--- src/rtl/sobel_pkg.sv ---
`default_nettype none
// sobel_pkg -- shared pixel widths and feeder state encoding for the Sobel-X front end.
// SOBEL_FEEDER_FLUSH_EN adds the two trailing flush states to the feeder FSM.
package sobel_pkg;

  localparam int PIX_W = 8;
  localparam int INT_W = 10;

  typedef enum logic [1:0] {
    ST_IDLE   = 2'd0,
    ST_FILL   = 2'd1
`ifdef SOBEL_FEEDER_FLUSH_EN
    ,
    ST_FLUSH1 = 2'd2,
    ST_FLUSH2 = 2'd3
`endif
  } feeder_state_t;

endpackage
`default_nettype wire

--- src/rtl/sobel_row_buffer.sv ---
`default_nettype none
// sobel_row_buffer -- COLS x PIX_W register bank, per-column write enable and per-column zero-fill.
// Write wins over clear on the same column.
module sobel_row_buffer
  import sobel_pkg::*;
#(
  parameter int COLS = 8
) (
  input  logic                  clk,
  input  logic                  rst,
  input  logic [COLS-1:0]       wr_en,
  input  logic [COLS-1:0]       clr,
  input  logic [COLS*PIX_W-1:0] wr_data,
  output logic [COLS*PIX_W-1:0] row
);

  always_ff @(posedge clk or posedge rst) begin
    if (rst) begin
      row <= '0;
    end else begin
      for (int c = 0; c < COLS; c++) begin
        if (wr_en[c]) begin
          row[c*PIX_W +: PIX_W] <= wr_data[c*PIX_W +: PIX_W];
        end else if (clr[c]) begin
          row[c*PIX_W +: PIX_W] <= '0;
        end
      end
    end
  end

endmodule
`default_nettype wire

--- src/rtl/sobel_row_feeder.sv ---
`default_nettype none
// sobel_row_feeder -- deserialises a raster pixel stream into COLS-wide row vectors for the Sobel-X array.
// SOBEL_FEEDER_FLUSH_EN appends two all-zero rows after each frame to drain the array.
module sobel_row_feeder
  import sobel_pkg::*;
#(
  parameter int COLS   = 8,
  parameter int RIDX_W = 16
) (
  input  logic                  clk,
  input  logic                  rst,
  input  logic [PIX_W-1:0]      s_data,
  input  logic                  s_valid,
  output logic                  s_ready,
  input  logic                  s_sof,
  input  logic                  s_eof,
  output logic [COLS*PIX_W-1:0] m_row,
  output logic                  m_valid,
  input  logic                  m_ready,
  output logic                  m_sof,
  output logic [RIDX_W-1:0]     m_row_idx
);

  localparam int               COL_W    = $clog2(COLS);
  localparam logic [COL_W-1:0] LAST_COL = COL_W'(COLS - 1);
`ifdef SOBEL_FEEDER_FLUSH_EN
  localparam feeder_state_t    EOF_NEXT = ST_FLUSH1;
`else
  localparam feeder_state_t    EOF_NEXT = ST_IDLE;
`endif

  feeder_state_t         state;
  logic [COL_W-1:0]      col;
  logic                  fill_full;
  logic                  fill_sof;
  logic [RIDX_W-1:0]     fill_idx;
  logic [RIDX_W-1:0]     row_cnt;
  logic [COLS*PIX_W-1:0] fill_row;

  logic                  flushing;
  logic                  accept;
  logic                  take;
  logic                  complete;
  logic                  out_free;
  logic                  ld_direct;
  logic                  ld_fill;
  logic                  ld_flush;
  logic                  ld_row;
  logic [COL_W-1:0]      wcol;
  logic [RIDX_W-1:0]     tag_idx;
  logic                  tag_sof;
  logic                  ld_sof;
  logic [RIDX_W-1:0]     ld_idx;
  logic [RIDX_W-1:0]     ld_idx_inc;
  logic [COLS-1:0]       fill_we;
  logic [COLS-1:0]       fill_clr;
  logic [COLS*PIX_W-1:0] pix_bcast;
  logic [COLS*PIX_W-1:0] merged;
  logic [COLS*PIX_W-1:0] out_data;

`ifdef SOBEL_FEEDER_FLUSH_EN
  assign flushing = (state == ST_FLUSH1) || (state == ST_FLUSH2);
`else
  assign flushing = 1'b0;
`endif

  assign s_ready = !fill_full && !flushing;
  assign accept  = s_valid && s_ready;
  // Only pixels belonging to a frame are stored; IDLE discards until a sof arrives.
  assign take     = accept && (s_sof || (state == ST_FILL));
  assign wcol     = s_sof ? '0 : col;
  assign complete = take && (s_eof || (wcol == LAST_COL));
  assign out_free = !m_valid || m_ready;

  assign tag_idx = s_sof ? '0 : row_cnt;
  assign tag_sof = (tag_idx == '0);

  assign ld_direct = complete && out_free;
  assign ld_fill   = fill_full && out_free;
  assign ld_flush  = flushing && !fill_full && out_free;
  assign ld_row    = ld_direct || ld_fill;

  always_comb begin
    ld_sof = 1'b0;
    ld_idx = row_cnt;
    if (ld_direct) begin
      ld_sof = tag_sof;
      ld_idx = tag_idx;
    end else if (ld_fill) begin
      ld_sof = fill_sof;
      ld_idx = fill_idx;
    end
  end

  assign ld_idx_inc = (ld_idx == {RIDX_W{1'b1}}) ? ld_idx : ld_idx + 1'b1;

  // The completing pixel is still in flight at the transfer edge, so the output
  // register loads a bypass of the fill contents, the new pixel and the zero tail.
  for (genvar c = 0; c < COLS; c++) begin : g_col
    localparam logic [COL_W-1:0] CI = COL_W'(c);
    assign fill_we[c]                  = take && (wcol == CI);
    assign fill_clr[c]                 = complete && (CI > wcol);
    assign pix_bcast[c*PIX_W +: PIX_W] = s_data;
    assign merged[c*PIX_W +: PIX_W]    = (CI == wcol) ? s_data :
                                         (CI < wcol)  ? fill_row[c*PIX_W +: PIX_W] : '0;
  end

  assign out_data = ld_direct ? merged : fill_row;

  sobel_row_buffer #(.COLS(COLS)) u_fill (
    .clk     (clk),
    .rst     (rst),
    .wr_en   (fill_we),
    .clr     (fill_clr),
    .wr_data (pix_bcast),
    .row     (fill_row)
  );

  sobel_row_buffer #(.COLS(COLS)) u_out (
    .clk     (clk),
    .rst     (rst),
    .wr_en   ({COLS{ld_row}}),
    .clr     ({COLS{ld_flush}}),
    .wr_data (out_data),
    .row     (m_row)
  );

  always_ff @(posedge clk or posedge rst) begin
    if (rst) begin
      state     <= ST_IDLE;
      col       <= '0;
      fill_full <= 1'b0;
      fill_sof  <= 1'b0;
      fill_idx  <= '0;
      row_cnt   <= '0;
      m_valid   <= 1'b0;
      m_sof     <= 1'b0;
      m_row_idx <= '0;
    end else begin
      if (ld_row || ld_flush) begin
        m_valid   <= 1'b1;
        m_sof     <= ld_sof;
        m_row_idx <= ld_idx;
        row_cnt   <= ld_idx_inc;
      end else begin
        if (m_ready) begin
          m_valid <= 1'b0;
        end
        if (take && s_sof) begin
          row_cnt <= '0;
        end
      end

      if (complete && !out_free) begin
        fill_full <= 1'b1;
        fill_sof  <= tag_sof;
        fill_idx  <= tag_idx;
      end else if (ld_fill) begin
        fill_full <= 1'b0;
      end

      if (take) begin
        col <= complete ? '0 : wcol + 1'b1;
      end

      case (state)
        ST_IDLE: begin
          if (take) begin
            state <= complete ? EOF_NEXT : ST_FILL;
          end
        end
        ST_FILL: begin
          if (take && s_eof) begin
            state <= EOF_NEXT;
          end
        end
`ifdef SOBEL_FEEDER_FLUSH_EN
        ST_FLUSH1: begin
          if (ld_flush) begin
            state <= ST_FLUSH2;
          end
        end
        ST_FLUSH2: begin
          if (ld_flush) begin
            state <= ST_IDLE;
          end
        end
`endif
        default: state <= ST_IDLE;
      endcase
    end
  end

endmodule
`default_nettype wire

--- config.mk ---
export PLATFORM = sky130hd
export DESIGN_NAME = sobel_row_feeder
export DESIGN_NICKNAME = d
export VERILOG_FILES = /design/src/rtl/sobel_pkg.sv /design/src/rtl/sobel_row_buffer.sv /design/src/rtl/sobel_row_feeder.sv
export SDC_FILE = /design/constraint.sdc
export NUM_CORES = 1
export LEC_CHECK = 0
export ABC_AREA = 0
export BUFFER_PORTS_ARGS = -buffer_cell sky130_fd_sc_hd__buf_2
export CELL_PAD_IN_SITES_DETAIL_PLACEMENT = 2
export CELL_PAD_IN_SITES_GLOBAL_PLACEMENT = 2
export CORE_AREA = 2 2 169 171
export DETAILED_ROUTE_END_ITERATION = 8
export DIE_AREA = 0 0 171 173
export PLACE_DENSITY = 0.61
export RECOVER_POWER = 50
export SYNTH_ARGS = -nofsm -noshare
export SYNTH_HDL_FRONTEND = slang
export SYNTH_SLANG_ARGS = --single-unit
--- constraint.sdc ---
create_clock -name clk -period 7.25 [get_ports clk]
set_clock_uncertainty 0.2 [all_clocks]
set_input_delay 0.725 -clock clk [delete_from_list [all_inputs] [get_ports clk]]
set_output_delay 0.725 -clock clk [all_outputs]
set_load 0.05 [all_outputs]
; Yosys cells after proc, flatten, opt, wreduce, memory -nomap -nowiden
; Cells that the tools add are included.
[word_totals]
input_bits = 14
regBits = 185
out_inout_bits = 83
[op_classes]
eq_ne = 18
n_reduce_logical = 46
n_mux = 51
addsub = 2
n_lt_le_gt_ge = 16
[op_table]
columns = cell, count
row1 = 2-to-1 mux 8 bit, 32
row2 = 2-to-1 mux 16 bit, 6
row3 = 2-to-1 mux 64 bit, 1
row4 = logical AND 1 bit, 24
row5 = nonzero test 2 bit, 11
row6 = "adder 16 x 1 -> 16 bit, second input constant", 1
row7 = "equality test 16 bit, second input constant", 1
row8 = logical NOT 16 bit, 1
row9 = "equality test 3 bit, first input constant", 4
row10 = "equality test 3 bit, second input constant", 4
row11 = "> comparator 3 bit, first input constant", 4
row12 = "less-than comparator 3 bit, first input constant", 4
row13 = 2-to-1 mux 1 bit, 7
row14 = "equality test 2 x 3 -> 1 bit, first input constant", 2
row15 = "equality test 3 x 2 -> 1 bit, second input constant", 2
row16 = "> comparator 1 x 3 -> 1 bit, first input constant", 2
row17 = "> comparator 2 x 3 -> 1 bit, first input constant", 2
row18 = "less-than comparator 1 x 3 -> 1 bit, first input constant", 2
row19 = "less-than comparator 2 x 3 -> 1 bit, first input constant", 2
row20 = 2-to-1 mux 3 bit, 2
row21 = logical OR 1 bit, 4
row22 = 2-to-1 mux 2 bit, 2
row23 = one-hot mux 2 bit (2 select lines), 1
row24 = "adder 3 x 1 -> 3 bit, second input constant", 1
row25 = 9 further kinds, 11

; Longest topological paths before layout
[depth]
word_depth = 9
mapped_depth = 18
depth_no_buf = 13

; Cells and area by module
; A second synthesis with hierarchy kept.
[hier_totals]
cells_unflattened = 933
hier_area_um2 = 9116.2
[by_module_without_submodules]
columns = mod, area_each_um2, seq_area_each_um2, cells_per_inst, n_inst
row1 = sobel_row_buffer, 2527.4, 1601.5, 211, 2
row2 = sobel_row_feeder, 4061.4, 1401.3, 511, 1

; Worst setup path before layout
; No wires, ideal clock.
[synth_timing]
path_type = input to register
start = in s_sof
end = reg row_cnt[14]
t_arrival_ns = 4.138
setup_slack_ns = 2.790
path_stages = 17
n_path_buf = 4
required_time_ns = 6.928
path_cell_list = buf_4 > nor2b_1 > clkbuf_1 > buf_1 > ha_1 > ha_1 > nor2_2 > o41ai_4 > buf_6 > a22oi_1 > inv_1 > ha_1 > inv_1 > nor4_4 > nand4_1 > or4_1 > a32o_1
[synth_via]
elab_chain_cells = 9
elab_cells_between_ends = 16
cone_classes = add/sub: 1 / eq/ne: 2 / mux: 5 / reduce/logical: 8
[synth_rtl]
columns = element, line
row1 = "start, declared", sobel_row_feeder.sv:15  ; input logic s_sof,
row2 = 2-to-1 mux 3 bit, sobel_row_feeder.sv:71  ; assign wcol = s_sof ? '0 : col;
row3 = equality test 3 bit, sobel_row_feeder.sv:72  ; assign complete = take && (s_eof || (wcol == LAST_COL));
row4 = logical OR 1 bit, sobel_row_feeder.sv:72
row5 = logical AND 1 bit, sobel_row_feeder.sv:72
row6 = logical AND 1 bit, sobel_row_feeder.sv:78  ; assign ld_direct = complete && out_free;
row7 = 2-to-1 mux 16 bit (*), sobel_row_feeder.sv:86  ; if (ld_direct) begin
row8 = net ld_idx[0], sobel_row_feeder.sv:53  ; logic [RIDX_W-1:0] ld_idx;
row9 = adder 16 x 1 -> 16 bit / equality test 16 bit (equally long branches), sobel_row_feeder.sv:95  ; assign ld_idx_inc = (ld_idx == {RIDX_W{1'b1}}) ? ld_idx : ld_idx + 1'b1;
row10 = 2-to-1 mux 16 bit (*), sobel_row_feeder.sv:95
row11 = 2-to-1 mux 16 bit (*), sobel_row_feeder.sv:140  ; if (ld_row || ld_flush) begin
row12 = "end signal, assigned", sobel_row_feeder.sv:144  ; row_cnt <= ld_idx_inc;
row13 = "end, declared", sobel_row_feeder.sv:37  ; logic [RIDX_W-1:0] row_cnt;
; Mark *: on every way through the listed nets, which the timed path passes. The rest lies on a longest branch.
; A chain may end at the register's enable or synchronous reset.

; Final worst setup path
; Ends and elaborated chain as after synthesis.

==> results by group <==
Min path
  – Hold path cells: 1
  – HP Class: reg -> reg

Clocking
  – Clk slew on worst S/H paths: approximately 0.070 ns
  – H-tree depth: 4
  – CTS Buffer Depth: 2
  – Worst-skew pair later-pin latency: 0.44 ns
  – CTS tree: yes
  – Hold buffers post-CTS: 0
  – Post-CTS Setup Bufs: 0
  – Clk sinks: 184
  – Num CTS Buffers: 17
  – Post-CTS Resized: 0
  – Clk root buf: clkbuf_16

STA
  – Final worst path period share: just over 70%
  – Slew Limit Headroom: -235.2%
  – WHS: 0.2808 ns
  – Fin. Hold Viols: 0
  – Final Max Tran Viols: 141
  – Setup TNS: 0 ns
  – Slew @ Worst Pin: 5.000 ns
  – Min cycle time layout: 5.219 ns
  – RSZ-0062 raised after global routing: no
  – Fmax: 191.6 MHz
  – Final setup fails: 0

GRT
  – Pin count of the biggest net entering global routing: between 100 and 150
  – Total gr overflow: 0
  – Total GRT Usage: 20.10%
  – First-pass GRT wire length: approximately 46 mm
  – Initial antenna violation count: 1
  – Vias in the first global route: about 7700

Worst setup path
  – CP required: 7.37 ns
  – Critical path type: in -> reg
  – Most frequent CP cell: ha_1
  – Levels on crit path: 14
  – Crit path launch type: input pin
  – CP max stage cell: or3_1
  – Worst Path Buf+Inv: 3
  – Delay-heaviest family, CP: simple AND/OR/NAND/NOR gates
  – Crit-path cells: buf_2, nor2b_1, ha_1, ha_1, nor2_2, or3_1, a22oi_1, inv_1, ha_1, inv_1, nor4_4, nand4_1, or4_1, a32o_1
  – Critical Path End Type: flop
  – Critical Path AT: 5.34 ns
  – FF-to-FF path depth: 11
  – Worst path max stage delay: roughly 0.76 ns
  – Worst-path maximum fanout: 27

Synth
  – Async set-reset flop share out of synthesis: 100.0%
  – Syn Inst Count: 791
  – Post-synth EDFFs: 0
  – Seq/Total Area, Yosys: between 50% and 60%
  – Area leader, netlist: dfrtp_1
  – Synth Net Count: approximately 800
  – Post-synthesis area per instance: 10.43 um2
  – Top post-synthesis cells by count: dfrtp_1, nand2_1, a22o_1
  – Yosys Warn Count: 0
  – Synth top area cells: dfrtp_1, a22o_1, nand2_1, mux2i_1, o21ai_0
  – Most numerous cell in the Yosys netlist: dfrtp_1
  – Mapped Area: about 8300 um2
  – Post-synth top area share: a little under three fifths
  – Post-synthesis sequential element count: around 180
  – Yosys cell types: 55
  – Main synth FF type: dfrtp_1

Status
  – Failing checks: capacitance limit, slew limit
  – Status: finished with violations

Die
  – CORE AREA: 27630 um2
  – Die area: about 30000 um2
  – Die width: 171 um
  – Num rows: 61
  – Io pins: 97
  – Die Y: 173 um
  – Initial Utilization: 29.86%

Final layout
  – FILL cells: between 3000 and 4000
  – Syn-to-layout area delta: 15.92%
  – FF+latch area: 4604 um2
  – Final net count: 879
  – Multi-input gate area: ~3300 um2
  – Share of cells above drive strength 1: between 7 and 8%
  – Finished Layout Cells: 1252
  – Finished Core Util: 34.62%

Placement
  – Placer Congestion: a little over 0.8
  – Dpl cells: 1219
  – Post-DP HPWL: 19.00 mm
  – IO buf count: between 90 and 100

Drt
  – DR vias/cell: 5.437
  – Final wirelength: 28.46 mm
  – Iter 0 DRT Violations: 425
  – Total number of vias: around 7000
  – Drt pass-1 iters: 5
  – Drt wl/cell: 22.73 um
  – Post-route ant nets: 0
  – DRC viols: 0

Pwr
  – PwrDens: 279.3 nW/um2
  – Power Total: between 2000 and 3000 uW
  – Max IR drop VDD: 0.1539 mV
  – Lkg Pwr: 0.004410 uW

Job
  – Max cap viols: 2
-- power breakdown --
part | switching (uW) | internal [uW]
sequential | 66.1 | 1110
combinational | 399 | 111
clock | 450 | 530
-- flip-flops by register name, indices dropped and copies added (netlist names), 3 cells and up --
signal,count
col,3
fill_idx,16
m_row_idx,16
row_cnt,16
u_fill.row,64
u_out.row,64
-- per-layer routing --
metal | global-route usage, % | share of wire (%) | vias to the layer above
met1 | 25.97 | 43 | 3617
met5 | 0 | 0 | -
met4 | 6.568 | 1.9 | 0
li1 | - | - | 3026
met3 | 2.884 | 2.9 | 35
met2 | 34.44 | 52 | 129
-- cell families after synthesis --
kind of cell / after synthesis / synth area share [%]
AOI/OAI and AO/OA: 241 / 21.99
and+or+nand+nor: 235 / 13.38
DFF: 184 / 55.81
buffers and inverters: 98 / 4.701
muxes: 26 / 3.154
adders and majority gates: 5 / 0.7583
xor gates and xnor gates: 2 / 0.2124
-- layout make-up --
type / instances / area share (%)
Tap cell: 378 / 4.945
Multi-Input combinational cell: 509 / 34.21
Inverter: 43 / 1.701
Antenna cell: 1 / 0.02616
Timing Repair Buffer: 105 / 4.696
Clock inverter: 13 / 1.648
Sequential cell: 184 / 48.14
Clock buffer: 19 / 4.631
-- worst paths after layout --
check                                  start  slack [ns]       endpoint
worst max-delay path                   s_sof        2.03    row_cnt[14]
worst min-delay path            m_row_idx[9]        0.28   m_row_idx[9]
worst max register to register     fill_full        2.14    row_cnt[14]
worst min register to register  m_row_idx[9]        0.28   m_row_idx[9]
max in group asynchronous                rst        2.71  u_out.row[40]
min in group asynchronous                rst        1.58  m_row_idx[13]
-- metrics by stage --
step / setup WS (ns) / instance area [um2]
after floorplan: 1.325 / 8250
after global placement: 1.780 / 9076
after detailed placement: 1.602 / 9076
after CTS: 2.012 / 9677
after global routing: 1.577 / 9562
final: 2.031 / 9564
-- worst reg2reg max path: cells and delay by family, from the launching register on --
kind	cells	cell delay [ns]
AO/OA/AOI/OAI	2	0.55
adder cells (fa/ha/maj)	1	0.21
buffers and inverters	3	1.35
flip-flops	1	0.35
AND/OR/NAND/NOR	5	2.34
-- placed cells by master, fill, tap and decap left out, types with 4 or more instances in the layout --
cell and n:
a222oi_1 24, a22oi_1 24, buf_2 13, nor3_1 8
mux2i_1 26, nand2_1 116, nand2b_1 10, buf_4 6
inv_6 5, nor4_1 6, a22o_1 69, o22ai_1 10
o21ai_0 50, nand3_1 17, o211ai_1 6, ha_1 5
dfrtp_1 184, clkbuf_16 17, nor2_2 4, o31ai_1 13
a31oi_1 9, inv_1 42, nor2b_1 6, clkbuf_1 86
nand4_1 6, a21oi_1 14, nor2_1 40
Note: power is estimated with default switching activity, not from simulation.
